--- config.mk ---
export PLATFORM = sky130hd
export DESIGN_NAME = hpm_sampler
export DESIGN_NICKNAME = d
export VERILOG_FILES = /design/src/rtl/hpm_sampler.sv
export SDC_FILE = /design/constraint.sdc
export NUM_CORES = 1
export LEC_CHECK = 0
export BUFFER_PORTS_ARGS = -buffer_cell sky130_fd_sc_hd__buf_2
export CAP_MARGIN = 25
export CORE_AREA = 3 3 170 172
export CTS_CLUSTER_SIZE = 20
export DETAILED_ROUTE_END_ITERATION = 12
export DIE_AREA = 0 0 173 175
export GPL_ROUTABILITY_DRIVEN = 0
export GPL_TIMING_DRIVEN = 0
export PLACE_DENSITY = 0.43
export SLEW_MARGIN = 15
export SYNTH_ARGS = -nofsm -noshare
export SYNTH_HDL_FRONTEND = slang
export SYNTH_SLANG_ARGS = --single-unit
--- constraint.sdc ---
create_clock -name clk_i -period 1.55 [get_ports clk_i]
set_input_delay 0 -clock clk_i [delete_from_list [all_inputs] [get_ports clk_i]]
set_output_delay 0 -clock clk_i [all_outputs]
set_load 0.005 [all_outputs]
--- src/rtl/hpm_sampler.sv ---
// Periodic sampler for the HPM counters: shares the counter access port with the CSR file
// (CSR always wins) and streams (index, value) snapshots. Threshold IRQ under HPM_SAMPLER_IRQ_EN.
module hpm_sampler #(
  parameter int unsigned NumCounters = 6,
  parameter int unsigned XLEN        = 64,
  parameter int unsigned PeriodWidth = 16
) (
  input  logic                   clk_i,
  input  logic                   rst_ni,
  input  logic                   csr_req_i,
  input  logic                   csr_we_i,
  input  logic [11:0]            csr_addr_i,
  input  logic [XLEN-1:0]        csr_wdata_i,
  output logic [XLEN-1:0]        csr_rdata_o,
  output logic [11:0]            pc_addr_o,
  output logic                   pc_we_o,
  output logic [XLEN-1:0]        pc_wdata_o,
  input  logic [XLEN-1:0]        pc_rdata_i,
  input  logic                   cfg_en_i,
  input  logic [PeriodWidth-1:0] cfg_period_i,
  input  logic [XLEN-1:0]        cfg_threshold_i,
  output logic                   snap_valid_o,
  output logic [2:0]             snap_idx_o,
  output logic [XLEN-1:0]        snap_data_o,
  input  logic                   snap_ready_i,
  output logic                   irq_o,
  input  logic                   irq_clr_i,
  output logic                   busy_o
);

  localparam int unsigned  IdxW    = 3;
  localparam logic [IdxW-1:0] LastIdx = IdxW'(NumCounters - 1);
  localparam logic [11:0]  CntBase = 12'hB03;

  typedef enum logic [1:0] {
    StIdle,
    StWait,
    StRead,
    StPush
  } state_e;

  state_e                 state_q, state_d;
  logic [PeriodWidth-1:0] timer_q, timer_d;
  logic [IdxW-1:0]        idx_q, idx_d;
  logic                   snap_valid_q, snap_valid_d;
  logic [IdxW-1:0]        snap_idx_q, snap_idx_d;
  logic [XLEN-1:0]        snap_data_q, snap_data_d;
  logic                   busy_q, busy_d;
  logic                   capture_c;

  // Counter port mux: the CSR file owns the port whenever it requests it.
  always_comb begin
    pc_addr_o  = CntBase;
    pc_we_o    = 1'b0;
    pc_wdata_o = '0;
    if (csr_req_i) begin
      pc_addr_o  = csr_addr_i;
      pc_we_o    = csr_we_i;
      pc_wdata_o = csr_wdata_i;
    end else if (state_q == StRead) begin
      pc_addr_o = CntBase + 12'(idx_q);
    end
  end

  assign csr_rdata_o = pc_rdata_i;

  // Sampler next-state logic.
  always_comb begin
    state_d      = state_q;
    timer_d      = timer_q;
    idx_d        = idx_q;
    snap_valid_d = snap_valid_q;
    snap_idx_d   = snap_idx_q;
    snap_data_d  = snap_data_q;
    capture_c    = 1'b0;
    case (state_q)
      StIdle: begin
        if (cfg_en_i) begin
          state_d = StWait;
          timer_d = cfg_period_i;
        end
      end
      StWait: begin
        if (!cfg_en_i) begin
          state_d = StIdle;
        end else if (timer_q == '0) begin
          state_d = StRead;
          idx_d   = '0;
        end else begin
          timer_d = timer_q - PeriodWidth'(1);
        end
      end
      StRead: begin
        if (!csr_req_i) begin
          capture_c    = 1'b1;
          snap_data_d  = pc_rdata_i;
          snap_idx_d   = idx_q;
          snap_valid_d = 1'b1;
          state_d      = StPush;
        end
      end
      StPush: begin
        if (snap_ready_i) begin
          snap_valid_d = 1'b0;
          if (idx_q < LastIdx) begin
            idx_d   = idx_q + IdxW'(1);
            state_d = StRead;
          end else if (cfg_en_i) begin
            state_d = StWait;
            timer_d = cfg_period_i;
          end else begin
            state_d = StIdle;
          end
        end
      end
      default: state_d = StIdle;
    endcase
    busy_d = (state_d == StRead) || (state_d == StPush);
  end

  always_ff @(posedge clk_i or negedge rst_ni) begin
    if (!rst_ni) begin
      state_q      <= StIdle;
      timer_q      <= '0;
      idx_q        <= '0;
      snap_valid_q <= 1'b0;
      snap_idx_q   <= '0;
      snap_data_q  <= '0;
      busy_q       <= 1'b0;
    end else begin
      state_q      <= state_d;
      timer_q      <= timer_d;
      idx_q        <= idx_d;
      snap_valid_q <= snap_valid_d;
      snap_idx_q   <= snap_idx_d;
      snap_data_q  <= snap_data_d;
      busy_q       <= busy_d;
    end
  end

  assign snap_valid_o = snap_valid_q;
  assign snap_idx_o   = snap_idx_q;
  assign snap_data_o  = snap_data_q;
  assign busy_o       = busy_q;

`ifdef HPM_SAMPLER_IRQ_EN
  logic [XLEN-1:0]        prev_q [NumCounters];
  logic [NumCounters-1:0] pend_q, pend_d;
  logic                   irq_q;

  // Upward threshold crossing against the previous sample; a new set beats a clear.
  always_comb begin
    pend_d = irq_clr_i ? '0 : pend_q;
    for (int unsigned i = 0; i < NumCounters; i++) begin
      if (capture_c && (idx_q == IdxW'(i)) &&
          (prev_q[i] < cfg_threshold_i) && (pc_rdata_i >= cfg_threshold_i)) begin
        pend_d[i] = 1'b1;
      end
    end
  end

  always_ff @(posedge clk_i or negedge rst_ni) begin
    if (!rst_ni) begin
      pend_q <= '0;
      irq_q  <= 1'b0;
      for (int unsigned i = 0; i < NumCounters; i++) begin
        prev_q[i] <= '0;
      end
    end else begin
      pend_q <= pend_d;
      irq_q  <= |pend_d;
      for (int unsigned i = 0; i < NumCounters; i++) begin
        if (capture_c && (idx_q == IdxW'(i))) begin
          prev_q[i] <= pc_rdata_i;
        end
      end
    end
  end

  assign irq_o = irq_q;
`else
  logic unused_irq_inputs;
  assign unused_irq_inputs = ^{cfg_threshold_i, irq_clr_i};
  assign irq_o = 1'b0;
`endif

endmodule

==> impl_results.md <==
* Avg Inst Size Synth at 10.6 um2
* First-pass GRT wire length at 30,200 um
* Fillers at 2,867
* Pins Over Slew Limit at 0
* Post-Synth XOR/XNOR Area at 0.174%
* Design area at 0.00928 mm2
* GRT overflow at 0
* CTS sink count at 89
* Failing checks: setup timing
* Final setup violating endpoints at 22
* Core area at 0.0276 mm2
* Worst hold start: cfg_period_i[14]
* Startpoint types: flip-flop
* Worst path cell trace: nor4_4 > buf_4 > and4_4 > nand3_4 > a32o_1
* CTS Buffer Depth at 2
* Antenna Cells at 0
* Die area at 0.0303 mm2
* Clk_lat worst skew at 340 ps
* R2R Path Start: timer_q[9]
* Gr usage total at 12.4%
* CP max stage delay at around 440 ps
* Async S/R FF share, synth at 100%
* Synth area leaders: dfrtp_1 (44%), mux2_2 (15%), buf_4 (10%), and2_1 (8.7%), o21ai_0 (1.7%)
* Area of the multi-input gates at 0.00244 mm2
* Commonest non-fill, non-tap cell in the layout: buf_2
* Total area of sequential cells at 0.00223 mm2
* Top Ports at around 440
* Worst r2r dst: idx_q[1]
* Syn Inst Count at around 470
* Syn nets at 705
* Sequential area share after synthesis at between 40 and 50%
* Starting Density at 18.2%
* Tcrit/Tclk final at 111%
* Via count at 5,293
* Port Buf Inserts at 371
* Synth warn at 0
* Placed instance area at 0.00743 mm2
* Hold path depth at 4
* Result of the run: complete, but fails checks
* Drc violations at 0
* Post-route setup slack at -164 ps
* Layout Skew at ~11 ps
* TritonCTS Buffers at 9
* Worst vdd ir at 483 uV
* Die width at between 150 and 200 um
* RSZ-0062 raised after global routing: yes
* PD cells at 1290 mW/mm2
* Reg clk slew, reported paths at ~70 ps
* R2R setup slack at -160 ps
* Initial DRC Count at 175
* Vias in the first global route at 5,423
* Worst EP required at 1790 ps
* Final HPWL DP at 14,500 um
* Post-Synth Adder-Cell Area at less than 1%
* Routed vias/inst at 3.88
* Synth area leader: dfrtp_1
* Lkg Pwr at about 4.6 nW
* Total routed wirelength at 19,300 um
* CP max FO at 4
* DR WL/cell at 14.1 um
* Leading cell types in the layout, fill and taps excluded: buf_2 (370), buf_4 (101), dfrtp_1 (84), dlygate4sd3_1 (79), and2_1 (70)
* FP Rows at between 60 and 70
* FMAX at 584 MHz
* Post-synthesis cell type count at 54
* Clock period minus worst slack at 1710 ps
* Hold Crit Class: in -> reg
* R2r worst-path depth at 5
* Ys flop type: dfrtp_1
* Syn-to-layout area delta at 84.4%
* Synth Area in Compound Gates at 10.2%
* Final #Nets at 1,213
* CP arrival at 1950 ps
* Largest net degree at the start of global routing at 51
* DRT antenna net count at 0
* Layout cell share with drive strength beyond 1 at 63.6%
* Mux cell area share after synthesis at 14.7%
* Worst Setup Path Type: reg -> reg
* Initial antenna violation count at 0
* CTS tree: built
* Max_cap viols at 0
* Critical Path End Type: flip-flop
* Hold EP: timer_q[14]
* Hold Vio Cnt, Final at 0
* Number of enable flip-flop cells after synthesis at 0
* Die H at 175 um
* Slowest stage cell on the critical path: dfrtp_2
* Yosys top cell area share at between 40 and 50%
* Post-Synth Simple-Gate Area at about 17%
* Post-Place Worst Slack at -528 ps
* Synth Register Bits at 89
* Mapped Area at about 0.005 mm2
* Largest family of logic cells by synthesized area: simple AND/OR/NAND/NOR gates
* CTS Root Cell: clkbuf_16
* H-tree levels at 3
* TritonRoute pass-1 iters at 4
## layer usage
| metal | share of wire, % | vias up | global-route usage, % | routed length [um] |
|---|---|---|---|---|
| met5 | 0 | - | 0 | 0 |
| met4 | 1.9 | 0 | 4.19 | 369 |
| met3 | 7.1 | 23 | 3.22 | 1360 |
| met2 | 52 | 229 | 22.4 | 9980 |
| met1 | 39 | 2444 | 14.3 | 7590 |
| li1 | - | 2597 | - | - |
## logic make-up after synthesis
| kind of cell | after synthesis |
|---|---|
| AND/OR/NAND/NOR | 141 |
| buffers and inverters | 98 |
| flip-flops | 89 |
| AO/OA/AOI/OAI | 74 |
| multiplexers | 66 |
| adder cells (fa/ha/maj) | 4 |
| other | 1 |
| XOR/XNOR | 1 |
## repair_timing
item	in CTS	in global routing
pin swaps	25	8
setup buffers	41	6
cloned	1	0
endpoints found under the setup margin	90	80
hold buffers	79	0
gates resized for setup	79	23
endpoints found under the hold margin	168	0
## worst max path at each step
stage               startpoint              end  slack [ps]  cells after the start
floorplan           timer_q[0]       timer_q[8]         -10                      6
CTS                 timer_q[9]         idx_q[2]        -170                      6
global route        timer_q[9]         idx_q[1]        -250                      5
detailed placement  state_q[0]  snap_data_o[33]        -530                      5
finish              timer_q[9]         idx_q[1]        -160                      5
global placement        rst_ni       timer_q[7]        -740                      1
## area by class of cell
class,instances,share of cell area (%)
inverter,8,0.324
sequential,89,24.1
buffer,88,7.54
clock buffer,10,2.47
clock inverter,6,0.782
multi-input combinational,287,26.3
tap,378,5.10
timing repair buffer,499,33.4
## critical path: cells and delay by family, from the launching register on
kind,cells,cell delay (ps)
compound gates,1,250
buf+inv,1,180
flops,1,440
simple gates,3,720
## sequential cells by signal (all words and copies together) (netlist names)
name / cells
idx_q: 3
state_q: 1
timer_q: 16
snap_data_o: 64
snap_valid_o: 1
busy_o: 1
snap_idx_o: 3
## synthesized netlist by cell type, types with 2 or more instances
master     instances
dfrtp_1           89
and2_1            70
buf_4             70
mux2_2            65
nand2_1           20
o21ai_0           17
nor2_1            14
a21oi_1           12
clkbuf_1          11
inv_1              8
buf_2              6
nand2b_1           6
nor3_1             6
o211ai_1           5
o21ai_1            5
o2bb2ai_1          5
a2bb2oi_1          4
ha_1               4
nor4_1             4
a31oi_1            3
and3_1             3
buf_1              3
nor3b_1            3
a221o_1            2
nand3_1            2
o211a_1            2
o21ai_2            2
o221ai_1           2
o31a_1             2
o31ai_1            2
o41a_1             2
or3_1              2
or4_1              2
## where the power goes
part	internal [mW]	switching (mW)	total, mW	leakage [nW]
logic	3.10	2.37	5.47	3.41
clock network	1.28	1.01	2.29	0.149
registers	3.45	0.741	4.19	1.07
total	7.82	4.12	11.9	4.62
## stage by stage
step | power, mW | util [%] | instances | setup TNS, ps | hold slack, ps
3_3_place_gp | 8.48 | 26.8 | 1223 | -84470 | 252
3_5_place_dp | 8.50 | 26.9 | 1224 | -35920 | -69.4
6_report | 11.9 | 33.6 | 1365 | -2270 | 19.8
5_1_grt | 12.9 | 33.6 | 1365 | -4990 | 33.0
4_1_cts | 11.9 | 33.1 | 1359 | -2270 | 2.48
2_1_floorplan | 6.42 | - | 474 | -20.7 | -296
(Power assumes the default switching activity.)
